===== src/rtl/string_fsm_pkg.sv =====
// Shared definitions for the serial pattern transmitter and the 1101 detector:
// FSM state encoding, the reference pattern and default widths.
package string_fsm_pkg;

  typedef enum logic [1:0] {
    IDLE = 2'd0,
    SEND = 2'd1,
    GAP  = 2'd2,
    DONE = 2'd3
  } state_e;

  localparam logic [3:0] PAT_1101 = 4'b1101;

  localparam int DEF_PAT_W = 4;
  localparam int DEF_CNT_W = 8;
  localparam int DEF_GAP_W = 4;

endpackage


===== src/rtl/pattern_piso.sv =====
// Parallel-load, MSB-first shift register. sh_q[PAT_W-1] is the bit currently on
// the line; next_bit previews what the line will carry after this edge.
module pattern_piso #(
  parameter int              PAT_W       = 4,
  parameter logic [PAT_W-1:0] PAT_DEFAULT = '0
) (
  input  logic             clk,
  input  logic             clr,
  input  logic             load,
  input  logic             reload,
  input  logic             shift,
  input  logic [PAT_W-1:0] pat_in,
  output logic             next_bit,
  output logic             last_bit
);

  localparam int CW = (PAT_W > 1) ? $clog2(PAT_W) : 1;
  localparam logic [CW-1:0] LAST_IDX = CW'(PAT_W - 1);

  logic [PAT_W-1:0] pat_q, pat_d;
  logic [PAT_W-1:0] sh_q, sh_d;
  logic [CW-1:0]    cnt_q, cnt_d;

  always_comb begin
    pat_d    = pat_q;
    sh_d     = sh_q;
    cnt_d    = cnt_q;
    next_bit = sh_q[PAT_W-1];
    if (load) begin
      pat_d    = pat_in;
      sh_d     = pat_in;
      cnt_d    = '0;
      next_bit = pat_in[PAT_W-1];
    end else if (reload) begin
      sh_d     = pat_q;
      cnt_d    = '0;
      next_bit = pat_q[PAT_W-1];
    end else if (shift) begin
      sh_d     = {sh_q[PAT_W-2:0], 1'b0};
      cnt_d    = cnt_q + CW'(1);
      next_bit = sh_q[PAT_W-2];
    end
  end

  assign last_bit = (cnt_q == LAST_IDX);

  always_ff @(posedge clk) begin
    if (clr) begin
      pat_q <= PAT_DEFAULT;
      sh_q  <= '0;
      cnt_q <= '0;
    end else begin
      pat_q <= pat_d;
      sh_q  <= sh_d;
      cnt_q <= cnt_d;
    end
  end

endmodule


===== src/rtl/string_pattern_tx.sv =====
// Serial pattern transmitter: sends a captured pattern MSB-first repeat_n times
// with an optional idle gap between repetitions, under a start/busy/done handshake.
module string_pattern_tx
  import string_fsm_pkg::*;
#(
  parameter int               PAT_W       = DEF_PAT_W,
  parameter logic [PAT_W-1:0] PAT_DEFAULT = PAT_1101,
  parameter int               CNT_W       = DEF_CNT_W,
  parameter int               GAP_W       = DEF_GAP_W
) (
  input  logic             clk,
  input  logic             clr,
  input  logic             start,
  input  logic [PAT_W-1:0] pattern,
  input  logic [CNT_W-1:0] repeat_n,
  input  logic [GAP_W-1:0] gap,
  input  logic             idle_level,
  output logic             x,
  output logic             x_valid,
  output logic             frame_start,
  output logic             busy,
  output logic             done
);

  state_e           state_q, state_d;
  logic [CNT_W-1:0] rep_q, rep_d;
  logic [GAP_W-1:0] gap_len_q, gap_len_d;
  logic [GAP_W-1:0] gcnt_q, gcnt_d;
  logic [CNT_W-1:0] rem;

  logic x_q, x_d;
  logic x_valid_q, x_valid_d;
  logic frame_start_q, frame_start_d;
  logic busy_q, busy_d;
  logic done_q, done_d;

  logic load, reload, shift;
  logic next_bit, last_bit;

  pattern_piso #(
    .PAT_W      (PAT_W),
    .PAT_DEFAULT(PAT_DEFAULT)
  ) u_piso (
    .clk     (clk),
    .clr     (clr),
    .load    (load),
    .reload  (reload),
    .shift   (shift),
    .pat_in  (pattern),
    .next_bit(next_bit),
    .last_bit(last_bit)
  );

  always_comb begin
    state_d   = state_q;
    rep_d     = rep_q;
    gap_len_d = gap_len_q;
    gcnt_d    = gcnt_q;
    rem       = rep_q - CNT_W'(1);
    load      = 1'b0;
    reload    = 1'b0;
    shift     = 1'b0;

    case (state_q)
      IDLE: begin
        if (start) begin
          load      = 1'b1;
          rep_d     = repeat_n;
          gap_len_d = gap;
          state_d   = (repeat_n == '0) ? DONE : SEND;
        end
      end
      SEND: begin
        if (last_bit) begin
          rep_d = rem;
          if (rem == '0) begin
            state_d = DONE;
          end else if (gap_len_q != '0) begin
            state_d = GAP;
            gcnt_d  = gap_len_q;
          end else begin
            reload = 1'b1;
          end
        end else begin
          shift = 1'b1;
        end
      end
      GAP: begin
        // gcnt_q holds the gap cycles remaining including the current one
        if (gcnt_q <= GAP_W'(1)) begin
          gcnt_d  = '0;
          reload  = 1'b1;
          state_d = SEND;
        end else begin
          gcnt_d = gcnt_q - GAP_W'(1);
        end
      end
      DONE: begin
        state_d = IDLE;
      end
      default: begin
        state_d = IDLE;
      end
    endcase

    // Outputs are computed from the next state so they register alongside it
    x_valid_d     = (state_d == SEND);
    frame_start_d = (state_d == SEND) && (load || reload);
    busy_d        = (state_d == SEND) || (state_d == GAP);
    done_d        = (state_d == DONE);
    x_d           = x_valid_d ? next_bit : idle_level;
  end

  always_ff @(posedge clk) begin
    if (clr) begin
      state_q       <= IDLE;
      rep_q         <= '0;
      gap_len_q     <= '0;
      gcnt_q        <= '0;
      x_q           <= 1'b0;
      x_valid_q     <= 1'b0;
      frame_start_q <= 1'b0;
      busy_q        <= 1'b0;
      done_q        <= 1'b0;
    end else begin
      state_q       <= state_d;
      rep_q         <= rep_d;
      gap_len_q     <= gap_len_d;
      gcnt_q        <= gcnt_d;
      x_q           <= x_d;
      x_valid_q     <= x_valid_d;
      frame_start_q <= frame_start_d;
      busy_q        <= busy_d;
      done_q        <= done_d;
    end
  end

  assign x           = x_q;
  assign x_valid     = x_valid_q;
  assign frame_start = frame_start_q;
  assign busy        = busy_q;
  assign done        = done_q;

endmodule

===== config.mk =====
export PLATFORM = sky130hd
export DESIGN_NAME = string_pattern_tx
export DESIGN_NICKNAME = d
export VERILOG_FILES = /design/src/rtl/string_fsm_pkg.sv /design/src/rtl/pattern_piso.sv /design/src/rtl/string_pattern_tx.sv
export SDC_FILE = /design/constraint.sdc
export NUM_CORES = 1
export LEC_CHECK = 0
export ABC_AREA = 0
export CAP_MARGIN = 10
export CORE_UTILIZATION = 55
export CTS_CLUSTER_DIAMETER = 120
export DETAILED_ROUTE_END_ITERATION = 6
export PLACE_DENSITY = 0.8
export SYNTH_ARGS = -nofsm -noshare
export SYNTH_HDL_FRONTEND = slang
export SYNTH_SLANG_ARGS = --single-unit

===== constraint.sdc =====
create_clock -name clk -period 4.8 [get_ports clk]
set_input_delay 0.96 -clock clk [delete_from_list [all_inputs] [get_ports clk]]
set_output_delay 0.96 -clock clk [all_outputs]
set_load 0.02 [all_outputs]

==> flow_summary.ini, run 1 <==
[timing]
rsz0062_at_grt = false
relSlewSlack = 0.594
finalCritPeriodShare = 0.562
worst_clock_skew_ps = 8.85
max_freq_mhz = 371
worst_slew_pin_slew_ps = 608
finalHoldViolations = 0
layout_min_cycle_time_ps = 2700
fin_tns_setup_ps = 0
setup_viol = 0
worst_hold_slack_ps = 467
slew_violations = 0

[floorplan]
die-width_um = 59.4
rows = 20
ios = 25
start_util = 0.585
die_h_um = 59.4
dieArea_mm2 = 0.00353
core_area_mm2 = 0.00310

[cells_and_area]
final-instance-count-excl-fill = 282
antenna_cells = 0
fillers = 299
syn_to_final_growth_pct = 15.0
nets = 267
layout-drive-gt1-share = 0.0672

[pwr]
seqPwrFrac = 0.497
peakVddDrop_mv = 0.221
p_sw_w = 0.000203
leakage_nw = 0.797
powerDensity_mw_per_mm2 = 306
p_comb_frac = 0.269
pwr-share-clk = 0.234
swShare = 0.318
cell_internal_pwr_w = 0.000435

[cts]
clockRootBuffer = clkbuf_4
clkLatencyLatePin_ps = 330
ctsResizeCount = 0
cts_buffers = 5
cts_tree = built
path_clk_slew_ps = 100
clock_sinks = 33
cts_setup_buffers = 0
htree_levels = 2
cts_hold_buf = 0
clockBufferDepth = 2

[detailed_routing]
vias = 1581
wirelength_um = 3630
firstDrtPassIters = 4
wl_per_cell_um = 12.9
antenna_left = 0
vias_per_cell = 5.61
drtIter0Drc = 93
route.detailed.drc = 0

[outcome]
status = complete, no violations

[global_route]
antenna_found_initial = 0
gr-total-overflow = 0
grt_max_degree = 22
grt_pass1_wl_um = 5980
track_usage = 0.225
grt_pass1_vias = 1363

[worst_setup_path]
worstPathCellList = clkdlybuf4s50_1, and2_1, nand3_1, o311ai_1, inv_1, ha_1, nor2b_1, nand2_1, o22ai_1
crit_type = in -> reg
r2r-start = state_q[1]
slowest_stage = clkdlybuf4s50_1
cpPeakStageDelay_ps = 520
r2r_slack_ps = 2290
critPathCapture = x
reg2reg_depth = 11
crit_start = start
required_ps = 5010
worst_ep_arrival_time_ps = 2910
crit_fanout = 12
cp-start-kind = primary input
r2r-end = x
endpoint_kind = flop

[synthesis]
yosysTopAreaCellShare = 0.364
synth_fp_nets = 246
synthFlopType = dfxtp_1
synthTopCellsByArea = dfxtp_1 (36%), ha_1 (6.9%), nand2_1 (6.6%), a21oi_1 (4.4%), nor2_1 (3.1%)
syn_area_mm2 = 0.00181
ys_seq_area_frac = 0.364
synth_edf_count = 0
synthTopCellsByCount = dfxtp_1 (33), nand2_1 (32), a21oi_1 (16)
synth_warnings = 0
synth-async-reset-ratio = 0
synth_cells = 216
yosys.area.top_type = dfxtp_1
ys_ff_latch = 33
yosys.cell_count.top_type = dfxtp_1
synth_cell_types = 47
syn_avg_cell_area_um2 = 8.40

[placed_design]
numPortBuffers = 24
dp.cells = 274
dpl.hpwl_um = 2570
gp_congestion = 0.816

[job]
maxCapViolCount = 0

[hold_path]
hp-start = u_piso.pat_q[1]
hold_class = reg -> reg
[layer usage]
layer | wire length [um] | part of all wire | vias up | GRT usage
met5 | 0 | 0 | - | 0
met4 | 29 | 0.0080 | 0 | 0.0714
met2 | 1710 | 0.47 | 32 | 0.366
met1 | 1740 | 0.48 | 728 | 0.289
li1 | - | - | 817 | -
met3 | 154 | 0.042 | 4 | 0.0568
[cells in the final DEF, fill, tap and decap left out, types with 2 or more instances in the layout]
cell type        synthesis  layout
a31oi_1                  2       2
o21a_1                   2       2
a211oi_1                 6       6
clkinv_2                 0       2
o311a_1                  2       2
inv_1                   11      11
nor2_1                  15      15
and3_1                   2       2
o31ai_1                  2       2
a21oi_1                 16      16
nand2b_1                 2       2
a22oi_1                  3       3
and2_1                   2       2
mux2i_1                  4       4
nor2b_1                  4       4
nor3_1                   2       2
nand3_1                  3       3
o21ai_0                  9       9
nand2_1                 32      32
or3_4                    2       2
ha_1                    10      10
nor4_1                   5       5
or3_1                    2       2
nand3b_1                 5       5
clkdlybuf4s50_1          0      24
clkbuf_4                 0       5
a211o_1                  3       3
xnor2_1                  2       2
o22ai_1                  7       7
dfxtp_1                 33      33
xor2_1                   2       2
[worst min-delay path by stage]
stage                      endpoint  slack (ps)  cells after the start
floorplan           u_piso.pat_q[2]         420                      2
global placement    u_piso.pat_q[1]         450                      2
detailed placement  u_piso.pat_q[0]         450                      1
CTS                 u_piso.pat_q[1]         470                      2
global route        u_piso.pat_q[1]         490                      2
finish              u_piso.pat_q[1]         470                      2
[stage by stage]
stage | total power, W | utilization | instance area (um^2) | setup WS (ps)
finish | 0.000638 | 0.672 | 2090 | 2100
global route | 0.000677 | 0.672 | 2090 | 1960
CTS | 0.000643 | 0.672 | 2090 | 2130
detailed placement | 0.000494 | 0.656 | 2030 | 1790
global placement | 0.000491 | 0.656 | 2030 | 1860
floorplan | 0.000452 | - | 1810 | 2660
[kinds of logic after synthesis]
group,synth area share
flip-flops,0.364
AND/OR/NAND/NOR,0.223
AO/OA/AOI/OAI,0.226
buffers and inverters,0.0703
XOR/XNOR,0.0193
adder cells (fa/ha/maj),0.0690
multiplexers,0.0283
[power groups by stage]
| stage | sequential (W) | combinational [W] | clock, W |
|---|---|---|---|
| floorplan | 0.000323 | 0.000129 | 0 |
| detailed placement | 0.000323 | 0.000171 | 0 |
| finish | 0.000317 | 0.000172 | 0.000150 |
| global route | 0.000320 | 0.000194 | 0.000163 |
| global placement | 0.000322 | 0.000168 | 0 |
| CTS | 0.000317 | 0.000172 | 0.000153 |
[state kept, by name, summed over array words and instances (netlist names)]
signal        cells
busy              1
done              1
frame_start       1
gap_len_q         4
gcnt_q            4
rep_q             8
state_q           2
u_piso.cnt_q      2
u_piso.pat_q      4
u_piso.sh_q       4
x                 1
x_valid           1
[layout make-up]
type                    instances  area (um^2)  share of cell area
repair buffers                 25          248               0.119
clock inverters                 2         10.0             0.00480
clock buffers                   6         41.3              0.0198
flip-flops and latches         33          661               0.317
inverters                      12         45.0              0.0216
well taps                      44         55.1              0.0264
multi-input cells             160         1030               0.492
[critical path, delay by kind of cell]
| family | cells | cell delay [ps] |
|---|---|---|
| fa+ha+maj | 1 | 230 |
| buf+inv | 2 | 610 |
| compound gates | 2 | 250 |
| simple gates | 4 | 850 |
Power figures use the tool's default switching activity.
==> inputs of run 2 (changes only) <==
--- a/config.mk
+++ b/config.mk
@@ -7,10 +7,10 @@
 export LEC_CHECK = 0
 export ABC_AREA = 0
 export CAP_MARGIN = 10
-export CORE_UTILIZATION = 55
+export CORE_UTILIZATION = 54
 export CTS_CLUSTER_DIAMETER = 120
 export DETAILED_ROUTE_END_ITERATION = 6
-export PLACE_DENSITY = 0.8
+export PLACE_DENSITY = 0.79
 export SYNTH_ARGS = -nofsm -noshare
 export SYNTH_HDL_FRONTEND = slang
 export SYNTH_SLANG_ARGS = --single-unit
==> constraint.sdc (replaced) <==
create_clock -name clk -period 2.8 [get_ports clk]
set_input_delay 0.56 -clock clk [delete_from_list [all_inputs] [get_ports clk]]
set_output_delay 0.56 -clock clk [all_outputs]
set_load 0.02 [all_outputs]
==> flow_summary.ini, run 2 (synthesized netlist as in run 1, its figures left out) <==
[detailed_routing]
wirelength_um = 3760
firstDrtPassIters = 4
vias = 1600
antenna_left = 0
vias_per_cell = 5.57
drtIter0Drc = 114
route.detailed.drc = 0
wl_per_cell_um = 13.1

[cells_and_area]
largest_reg_flops = 8
nets = 272
multi_input_area_mm2 = 0.00103
final_common_cell = dfxtp_1
regArea_um2 = 661
antenna_cells = 0
fillers = 269
layout_common_cells = dfxtp_1 (33), nand2_1 (32), clkdlybuf4s50_1 (24)
final_core_util = 0.695
syn_to_final_growth_pct = 19.9
layout-drive-gt1-share = 0.0905
top_register = rep_q

[cts]
path_clk_slew_ps = 110
clock_sinks = 33
clockBufferDepth = 2
cts_buffers = 5
clkLatencyLatePin_ps = 340
cts_setup_buffers = 0
cts_hold_buf = 0
ctsResizeCount = 0
htree_levels = 2
clockRootBuffer = clkbuf_4
cts_tree = built

[pwr]
pwr-share-clk = 0.346
powerDensity_mw_per_mm2 = 598
p_comb_frac = 0.236
cell_internal_pwr_w = 0.000936
p_sw_w = 0.000365
leakage_nw = 0.844
swShare = 0.280
peakVddDrop_mv = 0.414
seqPwrFrac = 0.418

[timing]
relSlewSlack = 0.584
worst_clock_skew_ps = 5.91
slew_violations = 0
finalCritPeriodShare = 0.885
rsz0062_at_grt = false
fin_tns_setup_ps = 0
setup_viol = 0
layout_min_cycle_time_ps = 2480
finalHoldViolations = 0
max_freq_mhz = 403
worst_slew_pin_slew_ps = 623

[placed_design]
dpl.hpwl_um = 2670
numPortBuffers = 24
gp_congestion = 0.790

[worst_setup_path]
slowest_stage = o311ai_1
crit_type = reg -> reg
required_ps = 3010
r2r-start = gcnt_q[0]
endpoint_kind = flop
cp-start-kind = flop
worstPathCellList = inv_1, ha_1, or2_2, nand2_1, a211oi_1, o311ai_1, inv_1, ha_1, nor2b_1, nand2_1, o22ai_1
cpPeakStageDelay_ps = 410
crit_start = gcnt_q[0]
worst_ep_arrival_time_ps = 2690
crit_fanout = 4

[floorplan]
rows = 20
core_area_mm2 = 0.00313
die-width_um = 60.0
die_h_um = 60.0
start_util = 0.580
ios = 25
dieArea_mm2 = 0.00360

[outcome]
status = complete, no violations

[hold_path]
hp-start = u_piso.pat_q[1]
hold_class = reg -> reg

[global_route]
grt_pass1_vias = 1396
gr-total-overflow = 0
grt_max_degree = 19
track_usage = 0.231
grt_pass1_wl_um = 6110
antenna_found_initial = 0

[job]
maxCapViolCount = 0
[run 2: worst max-delay path: cells and delay by family, from the launching register on]
family | cells | cell delay, ps
buffers and inverters | 2 | 170
adders and majority gates | 2 | 470
DFF | 1 | 400
and+or+nand+nor | 4 | 720
AOI/OAI and AO/OA | 3 | 590
[run 2: worst paths after layout]
| kind | cells past startpoint | slack [ps] | endpoint |
|---|---|---|---|
| setup / recovery | 11 | 320 | x |
| hold / removal | 2 | 470 | u_piso.pat_q[1] |
| setup reg to reg | 11 | 320 | x |
| hold reg to reg | 2 | 470 | u_piso.pat_q[1] |
[run 2: power groups by stage]
stage	Sequential, W	Clock, W	Combinational [W]
final	0.000544	0.000451	0.000306
after global routing	0.000549	0.000486	0.000340
after CTS	0.000543	0.000455	0.000307
after detailed placement	0.000553	0	0.000303
after global placement	0.000553	0	0.000300
after floorplan	0.000554	0	0.000222
[run 2: cell type report]
type                            count  area share
Clock buffer                        5      0.0173
Inverter                           12      0.0207
Multi-Input combinational cell    160       0.472
Timing Repair Buffer               30       0.131
Sequential cell                    33       0.304
Tap cell                           44      0.0253
Clock inverter                      3      0.0299
[run 2: per-layer routing]
layer,vias up,part of all wire,track usage
met5,-,0,0
met4,0,0.015,0.0831
met3,9,0.042,0.0714
met2,30,0.46,0.375
met1,730,0.48,0.286
li1,831,-,-
[run 2: per-stage QoR]
| stage | power (W) | instance area [um^2] | cells | hold slack, ps | setup WS (ps) |
|---|---|---|---|---|---|
| after floorplan | 0.000775 | 1810 | 216 | 424 | 693 |
| after global placement | 0.000853 | 2070 | 279 | 444 | 343 |
| after detailed placement | 0.000857 | 2070 | 279 | 452 | 299 |
| after CTS | 0.00130 | 2170 | 287 | 468 | 291 |
| after global routing | 0.00138 | 2170 | 287 | 504 | 105 |
| final | 0.00130 | 2170 | 287 | 469 | 321 |
==> inputs of run 3 (changes only) <==
--- a/config.mk
+++ b/config.mk
@@ -10,6 +10,7 @@
 export CORE_UTILIZATION = 54
 export CTS_CLUSTER_DIAMETER = 120
 export DETAILED_ROUTE_END_ITERATION = 6
+export GPL_ROUTABILITY_DRIVEN = 0
 export PLACE_DENSITY = 0.79
 export SYNTH_ARGS = -nofsm -noshare
 export SYNTH_HDL_FRONTEND = slang
==> results of run 3 <==
No change in the layout: final DEF, timing and power equal those of run 2.
